## src/rtl/riscv_pkg.sv

```systemverilog
// Shared definitions for the pipeline: EX/MEM control layout, write-back select
// encodings, MEM-stage FSM states and the default memory timeout.
package riscv_pkg;

    // ctrl_mem bit positions
    localparam int unsigned CTRL_REG_WRITE = 4;
    localparam int unsigned CTRL_MTR_HI    = 3;
    localparam int unsigned CTRL_MTR_LO    = 2;
    localparam int unsigned CTRL_MEM_READ  = 1;
    localparam int unsigned CTRL_MEM_WRITE = 0;

    // mem_to_reg encodings; 2'b11 falls back to the ALU value
    localparam logic [1:0] WB_ALU = 2'b00;
    localparam logic [1:0] WB_MEM = 2'b01;
    localparam logic [1:0] WB_PC4 = 2'b10;

    // Width of the MEM/WB control field: reg_write + mem_to_reg
    localparam int unsigned CTRL_WB_W = 3;

    localparam int unsigned TIMEOUT_DEFAULT = 16;

    typedef enum logic {
        StIdle,
        StBusy
    } mem_state_e;

endpackage

```

## src/rtl/mem_wb_reg.sv

```systemverilog
// MEM/WB pipeline register. A bubble loads all-zero so WB sees a no-op.
module mem_wb_reg
    import riscv_pkg::*;
(
    input  logic                 clk,
    input  logic                 reset,
    input  logic                 bubble_i,
    input  logic [CTRL_WB_W-1:0] ctrl_i,
    input  logic [31:0]          rd_i,
    input  logic [31:0]          data_i,
    output logic [CTRL_WB_W-1:0] ctrl_o,
    output logic [31:0]          rd_o,
    output logic [31:0]          data_o
);

    logic [CTRL_WB_W-1:0] ctrl_q, ctrl_d;
    logic [31:0]          rd_q, rd_d;
    logic [31:0]          data_q, data_d;

    // Select real values or a bubble for the next MEM/WB contents
    always_comb begin
        ctrl_d = ctrl_i;
        rd_d   = rd_i;
        data_d = data_i;
        if (bubble_i) begin
            ctrl_d = '0;
            rd_d   = '0;
            data_d = '0;
        end
    end

    // Pipeline register, cleared asynchronously
    always_ff @(posedge clk or posedge reset) begin
        if (reset) begin
            ctrl_q <= '0;
            rd_q   <= '0;
            data_q <= '0;
        end else begin
            ctrl_q <= ctrl_d;
            rd_q   <= rd_d;
            data_q <= data_d;
        end
    end

    assign ctrl_o = ctrl_q;
    assign rd_o   = rd_q;
    assign data_o = data_q;

endmodule

```

## src/rtl/mem_stage.sv

```systemverilog
// MEM stage: issues word loads/stores over a req/ready handshake, stalls the
// front of the pipe while an access is outstanding and feeds MEM/WB.
module mem_stage
    import riscv_pkg::*;
#(
    parameter int unsigned TIMEOUT = TIMEOUT_DEFAULT
) (
    input  logic                 clk,
    input  logic                 reset,
    input  logic [4:0]           ctrl_mem,
    input  logic [31:0]          rd_mem,
    input  logic [31:0]          pc4_mem,
    input  logic [31:0]          alu_result,
    input  logic [31:0]          write_data1,
    output logic                 dmem_req,
    output logic                 dmem_we,
    output logic [31:0]          dmem_addr,
    output logic [31:0]          dmem_wdata,
    input  logic                 dmem_ready,
    input  logic [31:0]          dmem_rdata,
    output logic                 stall,
    output logic [CTRL_WB_W-1:0] ctrl_wb,
    output logic [31:0]          rd_wb,
    output logic [31:0]          wb_data,
    output logic                 mem_err
);

    localparam int unsigned     CntW   = (TIMEOUT > 1) ? $clog2(TIMEOUT) : 1;
    localparam logic [CntW-1:0] CntMax = CntW'(TIMEOUT - 1);

    mem_state_e      state_q, state_d;
    logic [CntW-1:0] cnt_q, cnt_d;
    logic            mem_err_q, mem_err_d;

    logic            mem_op;
    logic            misaligned;
    logic            abort;
    logic            bubble;
    logic [1:0]      mem_to_reg;
    logic [31:0]     wb_sel;

    // Decode the EX/MEM instruction and drive the memory port
    always_comb begin
        mem_op     = ctrl_mem[CTRL_MEM_READ] | ctrl_mem[CTRL_MEM_WRITE];
        misaligned = mem_op & (alu_result[1:0] != 2'b00);
        dmem_req   = mem_op & ~misaligned;
        // Abort only when ready is absent in the last allowed cycle
        abort      = dmem_req & (state_q == StBusy) & (cnt_q == CntMax) & ~dmem_ready;
        stall      = dmem_req & ~dmem_ready & ~abort;
        // mem_write wins over mem_read, so the write bit alone picks a store
        dmem_we    = dmem_req & ctrl_mem[CTRL_MEM_WRITE];
        dmem_addr  = dmem_req ? alu_result : '0;
        dmem_wdata = dmem_req ? write_data1 : '0;
        bubble     = stall | misaligned | abort;
    end

    // FSM / wait-counter next state and sticky error
    always_comb begin
        state_d   = state_q;
        cnt_d     = cnt_q;
        mem_err_d = mem_err_q | misaligned | abort;
        unique case (state_q)
            StIdle: begin
                if (dmem_req && !dmem_ready) begin
                    state_d = StBusy;
                    cnt_d   = '0;
                end
            end
            StBusy: begin
                if (!dmem_req || dmem_ready || abort) begin
                    state_d = StIdle;
                    cnt_d   = '0;
                end else if (cnt_q != CntMax) begin
                    cnt_d = cnt_q + CntW'(1);
                end
            end
            default: begin
                state_d = StIdle;
                cnt_d   = '0;
            end
        endcase
    end

    // Write-back value select
    always_comb begin
        mem_to_reg = ctrl_mem[CTRL_MTR_HI:CTRL_MTR_LO];
        case (mem_to_reg)
            WB_MEM:  wb_sel = dmem_rdata;
            WB_PC4:  wb_sel = pc4_mem;
            default: wb_sel = alu_result;
        endcase
    end

    // FSM, counter and error flag state
    always_ff @(posedge clk or posedge reset) begin
        if (reset) begin
            state_q   <= StIdle;
            cnt_q     <= '0;
            mem_err_q <= 1'b0;
        end else begin
            state_q   <= state_d;
            cnt_q     <= cnt_d;
            mem_err_q <= mem_err_d;
        end
    end

    assign mem_err = mem_err_q;

    mem_wb_reg u_mem_wb_reg (
        .clk      (clk),
        .reset    (reset),
        .bubble_i (bubble),
        .ctrl_i   ({ctrl_mem[CTRL_REG_WRITE], mem_to_reg}),
        .rd_i     (rd_mem),
        .data_i   (wb_sel),
        .ctrl_o   (ctrl_wb),
        .rd_o     (rd_wb),
        .data_o   (wb_data)
    );

endmodule
```

## config.mk

```make
export PLATFORM = sky130hd
export DESIGN_NAME = mem_stage
export DESIGN_NICKNAME = d
export VERILOG_FILES = /design/src/rtl/riscv_pkg.sv /design/src/rtl/mem_wb_reg.sv /design/src/rtl/mem_stage.sv
export SDC_FILE = /design/constraint.sdc
export NUM_CORES = 1
export LEC_CHECK = 0
export ABC_AREA = 1
export CORE_MARGIN = 2
export CORE_UTILIZATION = 30
export DETAILED_ROUTE_END_ITERATION = 8
export PLACE_DENSITY = 0.77
export SYNTH_ARGS = -nofsm -noshare
export SYNTH_HDL_FRONTEND = slang
export SYNTH_SLANG_ARGS = --single-unit
```

## constraint.sdc

```tcl
create_clock -name clk -period 2.3 [get_ports clk]
set_input_delay 0.575 -clock clk [delete_from_list [all_inputs] [get_ports clk]]
set_output_delay 0.575 -clock clk [all_outputs]
set_load 0.02 [all_outputs]
```

==> flow_summary.yaml <==
status:
  status: "finished, final reports clean"
min_path:
  hold_path.class: "reg2reg"
floorplanning:
  start_util_pct: 30.6
  chipHeight_um: 118
  rows: 41
  core_um2: 12600
  die_area_um2: 13800
  ios: 303
  die_w_um: 118
clock_network:
  clk_latency_ns: 0.33
  cts_tree: "built"
  clk_pin_slew_ns: 0.05
  cts_root_buffer: "clkbuf_16"
  cts_buffer_depth: 2
  cts_hold_buf: 0
  htree_levels: 3
  clkSinkCount: 73
  cts_buffers: 9
global_routing:
  gr-usage-all-layers_pct: 19.9
  grt_start_max_net_pins: 74
  overflow: 0
  grt_pass1_vias: 4293
  antenna_found_initial: 1
  grt_pass1_wl_um: 21800
layout:
  final_nets: 1067
  final_cell_mix: "231 x clkdlybuf4s50_1, 160 x nand2_1, 130 x inv_1, 92 x nor2_1, 73 x dfrtp_1"
  finish.instance_area_um2: 7540
  nFillCells: 1178
  final-seq-area_um2: 1830
  area_growth_pct: 95.0
  mostFrequentLayoutCell: "clkdlybuf4s50_1"
  drive_gt1_share_pct: 17.6
  multi_input_area_um2: 1390
sta:
  finClkSkew_ns: 0.00629
  fin_crit_ns: 2.19
  setup_viol: 0
  fin_crit_sh_pct: 95.2
  hold_viol: 0
  setup_tns_ns: 0
  fmax_mhz: 457
  rsz0062_at_grt: "no"
  hold_ws_ns: 0.499
  report.final.slew_viol_count: 0
synthesis:
  synth_largest_area_cell: "dfrtp_1"
  synth_fa_ha_area_share_pct: 0.971
  ys_seq_area_share_pct: 47.2
  ys.flop_type: "dfrtp_1"
  synth.avg_cell_area_um2: 6.87
  synth_edf_count: 0
  synth_top_cell_area_share_pct: 47.2
  yosys.area_share.simple_pct: 29.2
  syn_inst: 563
  synth_top_family_by_area: "simple AND/OR/NAND/NOR gates"
  synthXorXnorAreaFrac_pct: 0.227
  ys_seq_elements: 73
  synthDistinctLibCells: 23
  synthMuxAreaShare_pct: 0
  yosys-top-cells-area: "dfrtp_1 47%, nand2_1 16%, inv_1 13%"
  async_reset_ff_share_pct: 100
  mappedNetlistArea_um2: 3870
  yosysWarningCount: 0
  synth_compound_gate_area_share_pct: 4.40
pwr:
  power_leakage_uw: 0.00422
  ir_drop_mv: 0.341
  p_per_area_nw_per_um2: 535
detailed_routing:
  routed-via-count: 4424
  drt_wl_total_um: 14300
  drt_first_iter_violations: 243
  drt-vias-per-instance: 4.12
  routedWlPerCell_um: 13.3
  final_antenna_net_count: 0
  first_pass_iters: 4
  drc_errors: 0
setup_path:
  path_class: "in2out"
  critPathArrivalTime_ns: 1.62
  reg2reg_depth: 7
  r2r_start: "cnt_q[0]"
  crit_path_start: "alu_result[0]"
  cp-start-kind: "input pin"
  cp_data_required_time_ns: 1.73
  cp-end-kind: "output pin"
  crit_fanout: 29
  crit_path_end: "dmem_addr[7]"
  reg2reg_to: "cnt_q[1]"
  worst-r2r-setup-slack_ns: 0.97
flow_run:
  drv_cap: 0
place:
  place_area_um2: 7340
  portBuffers: 300
  place.gp.congestion: 0.836
  hpwl_um: 10800
## state kept, by name, indices dropped and copies added, names as in the netlist
| signal | count |
|---|---|
| cnt_q | 4 |
| mem_err | 1 |
| state_q | 1 |
| u_mem_wb_reg.ctrl_o | 3 |
| u_mem_wb_reg.data_o | 32 |
| u_mem_wb_reg.rd_o | 32 |
## layer usage
layer	share of wire [%]	up-vias	wire length (um)	global-route usage (%)
met2	51	199	7240	36.1
li1	-	2244	-	-
met4	2.6	0	370	7.61
met1	38	1958	5410	21.5
met3	8.6	23	1230	6.69
met5	0	-	0	0
## metrics by stage
step | setup slack, ns | cells | util, % | power, uW
after floorplan | 0.343 | 564 | - | 1870
after global routing | 0.0675 | 1073 | 59.7 | 4230
after detailed placement | -0.519 | 1054 | 58.2 | 2540
after global placement | -0.452 | 1054 | 58.2 | 2530
final | 0.110 | 1073 | 59.7 | 4030
after CTS | -0.0102 | 1069 | 58.6 | 4060
## cells in the mapped netlist, types with 2 or more instances
cell / number
dfrtp_1: 73
buf_4: 5
a21oi_1: 2
ha_1: 3
nor2_1: 101
buf_2: 15
buf_6: 3
clkbuf_1: 3
nand2_1: 162
nand2_2: 6
inv_1: 134
nand3_1: 9
o21ai_0: 32
inv_2: 6
## critical path: stages
cell           delay, ns
dlygate4sd2_1       0.28
nor2_4              0.15
nand2_4             0.13
buf_12              0.19
nor2_1              0.10
buf_2               0.17
## report_power, final
part | internal [uW] | switching [uW]
clock | 1000 | 527
sequential | 1360 | 22.5
combinational | 586 | 531
total | 2950 | 1080
## worst min path at each step
stage / startpoint / to / slack [ns] / cells after the start
3_5_place_dp: mem_err / mem_err / 0.49 / 1
4_1_cts: mem_err / mem_err / 0.50 / 1
3_3_place_gp: mem_err / mem_err / 0.47 / 1
5_1_grt: mem_err / mem_err / 0.54 / 1
6_report: mem_err / mem_err / 0.50 / 1
2_1_floorplan: cnt_q[3] / cnt_q[3] / 0.52 / 2
## area by class of cell
class	count	share of cell area (%)
antenna	1	0.0332
clock buffer	11	3.35
inverter	141	7.10
tap	172	2.85
sequential	73	24.2
clock inverter	4	1.01
multi-input combinational	324	18.5
timing repair buffer	347	43.0
## cells by family (layout without fill, tap and decap cells)
logic type	after synthesis	count (layout)
and+or+nand+nor	284	284
other	1	3
AOI/OAI and AO/OA	34	34
xor gates and xnor gates	1	1
DFF	73	73
adders and majority gates	3	3
buffers and inverters	167	503
## repair_timing
action                     CTS  global route
hold endpoints to repair     0             0
cloned                       0             3
pin swaps                    0             1
setup endpoints to repair   65            62
setup buffers                0             0
resized for setup          276            28
Note: power is estimated with default switching activity, not from simulation.
